**config.mk**
```make
export PLATFORM = sky130hd
export DESIGN_NAME = decode_issue_ctrl
export DESIGN_NICKNAME = d
export VERILOG_FILES = /design/src/rtl/decode_issue_ctrl_pkg.sv /design/src/rtl/dec_hazard_unit.sv /design/src/rtl/decode_issue_ctrl.sv
export SDC_FILE = /design/constraint.sdc
export NUM_CORES = 1
export LEC_CHECK = 0
export CORE_MARGIN = 1.5
export CORE_UTILIZATION = 39
export DETAILED_ROUTE_END_ITERATION = 16
export HOLD_SLACK_MARGIN = 0.12
export PLACE_DENSITY = 0.81
export SKIP_CTS_REPAIR_TIMING = 1
export SYNTH_ARGS = -nofsm -noshare
export SYNTH_HDL_FRONTEND = slang
export SYNTH_HIERARCHICAL = 1
export SYNTH_SLANG_ARGS = --single-unit
```
**constraint.sdc**
```tcl
create_clock -name i_clk -period 3.3 [get_ports i_clk]
set_input_delay 0.33 -clock i_clk [delete_from_list [all_inputs] [get_ports i_clk]]
set_output_delay 0.33 -clock i_clk [all_outputs]
set_load 0.01 [all_outputs]
```
**src/rtl/decode_issue_ctrl_pkg.sv**
```systemverilog
// Shared decode constants: RV32 opcodes, immediate-format select encodings and decode FSM states.
// The immediate generator imports this package so both sides agree on the imm_sel encoding.
package decode_issue_ctrl_pkg;

    localparam logic [6:0] OpcLoad     = 7'b0000011;
    localparam logic [6:0] OpcMiscMem  = 7'b0001111;
    localparam logic [6:0] OpcAriItype = 7'b0010011;
    localparam logic [6:0] OpcAuipc    = 7'b0010111;
    localparam logic [6:0] OpcStore    = 7'b0100011;
    localparam logic [6:0] OpcRtype    = 7'b0110011;
    localparam logic [6:0] OpcLui      = 7'b0110111;
    localparam logic [6:0] OpcBranch   = 7'b1100011;
    localparam logic [6:0] OpcJalr     = 7'b1100111;
    localparam logic [6:0] OpcJal      = 7'b1101111;
    localparam logic [6:0] OpcCsr      = 7'b1110011;

    localparam logic [2:0] ImmSelNone   = 3'd0;
    localparam logic [2:0] ImmSelI      = 3'd1;
    localparam logic [2:0] ImmSelIShamt = 3'd2;
    localparam logic [2:0] ImmSelS      = 3'd3;
    localparam logic [2:0] ImmSelB      = 3'd4;
    localparam logic [2:0] ImmSelU      = 3'd5;
    localparam logic [2:0] ImmSelJ      = 3'd6;
    localparam logic [2:0] ImmSelCsr    = 3'd7;

    typedef enum logic [1:0] {
        StEmpty = 2'd0,
        StFull  = 2'd1,
        StStall = 2'd2
    } dec_state_e;

    function automatic logic opc_legal(input logic [6:0] opc);
        logic legal;
        case (opc)
            OpcLoad, OpcMiscMem, OpcAriItype, OpcAuipc, OpcStore, OpcRtype,
            OpcLui, OpcBranch, OpcJalr, OpcJal, OpcCsr: legal = 1'b1;
            default:                                    legal = 1'b0;
        endcase
        return legal;
    endfunction

    function automatic logic [2:0] imm_sel_of(input logic [6:0] opc, input logic [2:0] funct3);
        logic [2:0] sel;
        case (opc)
            OpcLoad, OpcJalr: sel = ImmSelI;
            // funct3 001/101 are the shift-immediate forms
            OpcAriItype:      sel = (funct3[1:0] == 2'b01) ? ImmSelIShamt : ImmSelI;
            OpcStore:         sel = ImmSelS;
            OpcBranch:        sel = ImmSelB;
            OpcLui, OpcAuipc: sel = ImmSelU;
            OpcJal:           sel = ImmSelJ;
            OpcCsr: begin
                if (funct3[2])              sel = ImmSelCsr;
                else if (funct3 == 3'b000)  sel = ImmSelNone;
                else                        sel = ImmSelI;
            end
            default:          sel = ImmSelNone;
        endcase
        return sel;
    endfunction

endpackage

```
**src/rtl/dec_hazard_unit.sv**
```systemverilog
// Combinational load-use hazard check of the decoded instruction against the load in EX.
module dec_hazard_unit
    import decode_issue_ctrl_pkg::*;
(
    input  logic [6:0] i_opcode,
    input  logic       i_funct3_msb,
    input  logic [4:0] i_rs1,
    input  logic [4:0] i_rs2,
    input  logic       i_ex_valid,
    input  logic       i_ex_is_load,
    input  logic [4:0] i_ex_rd,
    output logic       o_hazard
);

    logic w_uses_rs1;
    logic w_uses_rs2;
    logic w_rs1_hit;
    logic w_rs2_hit;

    always_comb begin
        w_uses_rs1 = (i_opcode != OpcLui) && (i_opcode != OpcAuipc) && (i_opcode != OpcJal) &&
                     ((i_opcode != OpcCsr) || !i_funct3_msb);
        w_uses_rs2 = (i_opcode == OpcRtype) || (i_opcode == OpcStore) || (i_opcode == OpcBranch);
        w_rs1_hit  = w_uses_rs1 && (i_rs1 == i_ex_rd);
        w_rs2_hit  = w_uses_rs2 && (i_rs2 == i_ex_rd);
        // x0 never carries a real dependency
        o_hazard   = i_ex_valid && i_ex_is_load && (i_ex_rd != 5'd0) && (w_rs1_hit || w_rs2_hit);
    end

endmodule

```
**src/rtl/decode_issue_ctrl.sv**
```systemverilog
// Decode-stage controller: IF/ID register, instruction classification, load-use stall and flush.
// Optional load-use stall counter enabled by defining DEC_PERF_CNT_EN.
module decode_issue_ctrl
    import decode_issue_ctrl_pkg::*;
#(
    parameter int unsigned XLEN  = 32,
    parameter int unsigned CNT_W = 32
) (
    input  logic             i_clk,
    input  logic             i_rst,
    input  logic             i_if_valid,
    output logic             o_if_ready,
    input  logic [31:0]      i_if_inst,
    input  logic [XLEN-1:0]  i_if_pc,
    output logic             o_id_valid,
    input  logic             i_id_ready,
    output logic [31:0]      o_id_inst,
    output logic [XLEN-1:0]  o_id_pc,
    output logic [2:0]       o_id_imm_sel,
    output logic [4:0]       o_id_rs1,
    output logic [4:0]       o_id_rs2,
    output logic [4:0]       o_id_rd,
    output logic             o_id_illegal,
    input  logic             i_ex_valid,
    input  logic             i_ex_is_load,
    input  logic [4:0]       i_ex_rd,
    input  logic             i_flush,
    output logic [CNT_W-1:0] o_stall_cnt
);

    dec_state_e      r_state;
    dec_state_e      w_state_next;
    logic [31:0]     r_inst;
    logic [XLEN-1:0] r_pc;
    logic            w_hazard;
    logic            w_capture;

    dec_hazard_unit u_hazard (
        .i_opcode     (r_inst[6:0]),
        .i_funct3_msb (r_inst[14]),
        .i_rs1        (r_inst[19:15]),
        .i_rs2        (r_inst[24:20]),
        .i_ex_valid   (i_ex_valid),
        .i_ex_is_load (i_ex_is_load),
        .i_ex_rd      (i_ex_rd),
        .o_hazard     (w_hazard)
    );

    always_ff @(posedge i_clk or posedge i_rst) begin
        if (i_rst) begin
            r_state <= StEmpty;
        end else begin
            r_state <= w_state_next;
        end
    end

    always_comb begin
        w_state_next = r_state;
        unique case (r_state)
            StEmpty: begin
                if (i_if_valid) w_state_next = StFull;
            end
            StFull: begin
                if (w_hazard)                       w_state_next = StStall;
                else if (i_id_ready && !i_if_valid) w_state_next = StEmpty;
            end
            StStall: begin
                if (!w_hazard) w_state_next = StFull;
            end
            default: w_state_next = StEmpty;
        endcase
        if (i_flush) w_state_next = StEmpty;
    end

    always_comb begin
        o_id_valid = 1'b0;
        o_if_ready = 1'b0;
        unique case (r_state)
            StEmpty: o_if_ready = 1'b1;
            StFull: begin
                o_id_valid = !w_hazard;
                o_if_ready = i_id_ready && !w_hazard;
            end
            default: ;
        endcase
        // Flush drops the held and the incoming instruction in the same cycle
        if (i_flush || i_rst) begin
            o_id_valid = 1'b0;
            o_if_ready = 1'b0;
        end
    end

    assign w_capture = o_if_ready && i_if_valid;

    always_ff @(posedge i_clk or posedge i_rst) begin
        if (i_rst) begin
            r_inst <= '0;
            r_pc   <= '0;
        end else if (w_capture) begin
            r_inst <= i_if_inst;
            r_pc   <= i_if_pc;
        end
    end

    assign o_id_inst    = r_inst;
    assign o_id_pc      = r_pc;
    assign o_id_rs1     = r_inst[19:15];
    assign o_id_rs2     = r_inst[24:20];
    assign o_id_rd      = r_inst[11:7];
    assign o_id_imm_sel = imm_sel_of(r_inst[6:0], r_inst[14:12]);
    assign o_id_illegal = !opc_legal(r_inst[6:0]);

`ifdef DEC_PERF_CNT_EN
    logic [CNT_W-1:0] r_stall_cnt;

    always_ff @(posedge i_clk or posedge i_rst) begin
        if (i_rst) begin
            r_stall_cnt <= '0;
        end else if ((r_state == StStall) && (r_stall_cnt != {CNT_W{1'b1}})) begin
            r_stall_cnt <= r_stall_cnt + {{(CNT_W-1){1'b0}}, 1'b1};
        end
    end

    assign o_stall_cnt = r_stall_cnt;
`else
    assign o_stall_cnt = '0;
`endif

endmodule

```
==> results.sh <==
export IMPL_place_gp_congestion=0.8294
export IMPL_synth_top_area_share_pct=46.91
export IMPL_floorplan_die_width_um=98.02
export IMPL_dr_first_iter_drc_count=63
export IMPL_wire_length_of_the_first_global_routing_pass_mm=13.50
export IMPL_initial_antenna_violation_count=0
export IMPL_largest_net_degree_at_the_start_of_global_routing=65
export IMPL_finalSetupViolCount=0
export IMPL_grt_pass1_vias=2687
export IMPL_avgSynthCellArea_um2=13.70
export IMPL_synthTopCellsByCount="66 x sky130_fd_sc_hd__dfrtp_1, 60 x sky130_fd_sc_hd__mux2_4, 47 x sky130_fd_sc_hd__buf_4"
export IMPL_io_buffer_count=160
export IMPL_power_density_cell_area_nw_per_um2=577.9
export IMPL_synth_cell_types=42
export IMPL_ir_drop_mv=0.2769
export IMPL_hold_path_depth=1
export IMPL_worst_setup_hold_path_clk_slew_ns=0.08
export IMPL_clock_skew_ns=0.01242
export IMPL_drv_slew=0
export IMPL_drive_above_1_share_pct=22.17
export IMPL_detail_route_wirelength_mm=8.263
export IMPL_preCtsSetupSlack_ns=0.1650
export IMPL_synth_enable_flop_cells=0
export IMPL_drt_first_pass_iters=4
export IMPL_syn2layout_area_growth_pct=48.47
export IMPL_synth_area_leader_cell="sky130_fd_sc_hd__dfrtp_1"
export IMPL_crit_required_ns=2.97
export IMPL_worstSetupStartpointType="primary input"
export IMPL_cts_buffers_inserted=9
export IMPL_route_antenna_remaining_nets=0
export IMPL_unrepaired_setup_endpoints_after_global_routing="false"
export IMPL_ys_async_sr_fraction_pct=100.0
export IMPL_maximum_clock_rate_mhz=316.3
export IMPL_floorplan_die_area_um2=9607
export IMPL_post_synthesis_instance_area_um2=3521
export IMPL_period_share_pct=95.81
export IMPL_design_core_area_um2=8721
export IMPL_slew_headroom_pct=55.43
export IMPL_period_minus_slack_ns=3.162
export IMPL_die_height_um=98.02
export IMPL_final_hold_violation_count=0
export IMPL_cts_tree="done"
export IMPL_antenna_cells=0
export IMPL_worstPathArrival_ns=2.83
export IMPL_fin_ws_ns=0.1382
export IMPL_ctsLongestPathBuffers=2
export IMPL_synth_area_top_cells="sky130_fd_sc_hd__dfrtp_1 47%, sky130_fd_sc_hd__mux2_4 26%, sky130_fd_sc_hd__buf_4 10%"
export IMPL_global_route_overflow_total=0
export IMPL_tritoncts_num_sinks=66
export IMPL_io_pin_count=193
export IMPL_critPathMaxFanout=3
export IMPL_hpwl_mm=6.138
export IMPL_timing_hold_worst_class="reg -> reg"
export IMPL_power_sequential_fraction_pct=38.6
export IMPL_depth_of_the_worst_register_to_register_path=9
export IMPL_setup_worst_path_end_class="primary output"
export IMPL_clk_root_buffer_cell="sky130_fd_sc_hd__clkbuf_8"
export IMPL_status="finished clean"
export IMPL_setup_tns_ns=0
export IMPL_p_switching_uw=872.1
export IMPL_share_clk_of_total_power_pct=25.4
export IMPL_power_share_switching_pct=28.87
export IMPL_rows=34
export IMPL_worst_skew_pair_late_latency_ns=0.33
export IMPL_route_detailed_wl_per_inst_um=15.80
export IMPL_max_slew_worst_pin_slew_ns=0.6676
export IMPL_nNetsFinal=486
export IMPL_p_comb_share_pct=36.0
export IMPL_route_detailed_drc=0
export IMPL_grt_usage_pct=17.93
export IMPL_intPower_uw=2149
export IMPL_vias_per_cell=4.686
export IMPL_ws_path_type="in -> out"
export IMPL_yosysWarnings=6
export IMPL_syn_instance_count=257
export IMPL_maxCapViolCount=0
export IMPL_synth_most_common_cell="sky130_fd_sc_hd__dfrtp_1"
export IMPL_floorplan_initialDensity_pct=40.37
export IMPL_synth_yosys_seq_area_share_pct=46.91
export IMPL_total_leakage_power_uw=0.002401
export IMPL_dominantRegCellSynth="sky130_fd_sc_hd__dfrtp_1"
export IMPL_yosys_register_bits=66
export IMPL_num_vias=2451
export IMPL_cts_htree_levels=3
## area by class of cell
type                       instances  area (um^2)
clock inverter                     6        88.84
tap                              108        135.1
timing repair buffer             165         1652
sequential                        66         1653
multi-input combinational        163         1543
inverter                           5        18.77
clock buffer                      10        137.6
fill                             704         3493
## worst paths after layout
path / startpoint / end / slack, ns
worst max-delay path: i_ex_rd[4] / o_if_ready / 0.14
worst min-delay path: o_id_pc[16]$_DFFE_PP0P_ / o_id_pc[16]$_DFFE_PP0P_ / 0.51
worst max register to register: o_id_inst[2]$_DFFE_PP0P_ / o_id_inst[19]$_DFFE_PP0P_ / 0.59
worst min register to register: o_id_pc[16]$_DFFE_PP0P_ / o_id_pc[16]$_DFFE_PP0P_ / 0.51
max in group asynchronous: i_rst / o_id_inst[4]$_DFFE_PP0P_ / 1.90
min in group asynchronous: i_rst / o_id_pc[2]$_DFFE_PP0P_ / 0.55
## registers in the layout, summed over array words and instances (netlist names)
name and count:
o_id_inst 32, o_id_pc 32, r_state 2
## placed cells by master, fill, tap and decap left out, drive strengths merged, types with 2 or more instances in the layout
master         count
clkbuf            10
mux2              64
dfrtp             66
nand2              8
a31oi              2
xnor2              3
nand2b             5
bufinv             2
buf                5
o211ai             2
nand4              2
or4                2
clkinvlp           2
xor2               8
conb              32
nor2               7
nor3               4
inv                6
o21ai              2
clkdlybuf4s50    160
a21oi              4
## kinds of logic (layout without fill, tap and decap cells)
group / count (synthesis) / after routing / synth area share (%)
DFF: 66 / 66 / 46.91
muxes: 65 / 65 / 27.15
buffers and inverters: 59 / 186 / 12.58
and+or+nand+nor: 34 / 34 / 5.651
AOI/OAI and AO/OA: 21 / 21 / 4.869
xor gates and xnor gates: 11 / 11 / 2.737
other: 1 / 32 / 0.1065
## power groups by stage
stage                     combinational [uW]  clock, uW  sequential, uW
after CTS                               1100        794            1170
after detailed placement                1090          0            1180
after global placement                  1070          0            1170
final                                   1090        768            1170
after floorplan                          504          0            1210
after global routing                    1150        828            1200
## stage by stage
stage               std cells  total power (uW)  util, %  area (um^2)  hold WS (ns)
global placement          507              2244    57.33         5000        0.4896
floorplan                 288              1715        -         3637        0.3961
CTS                       523              3061    59.93         5226        0.5142
detailed placement        507              2271    57.33         5000        0.4946
global route              523              3181    59.94         5228        0.5338
finish                    523              3021    59.94         5228        0.5097
## critical path, cell delays in order
cell and delay, ns:
sky130_fd_sc_hd__clkdlybuf4s50_1 0.47, sky130_fd_sc_hd__or4_4 0.53, sky130_fd_sc_hd__o211ai_2 0.16, sky130_fd_sc_hd__a21oi_1 0.10, sky130_fd_sc_hd__nand2b_4 0.17, sky130_fd_sc_hd__a2111oi_4 0.44
sky130_fd_sc_hd__clkdlybuf4s50_1 0.61
## layer usage
layer | GRT usage [%] | routed length, um | up-vias
li1 | - | - | 1121
met1 | 21.52 | 3339 | 1200
met2 | 30.77 | 4257 | 117
met3 | 4.438 | 535 | 13
met4 | 7.253 | 131 | 0
met5 | 0 | 0 | -
(Power assumes the default switching activity.)
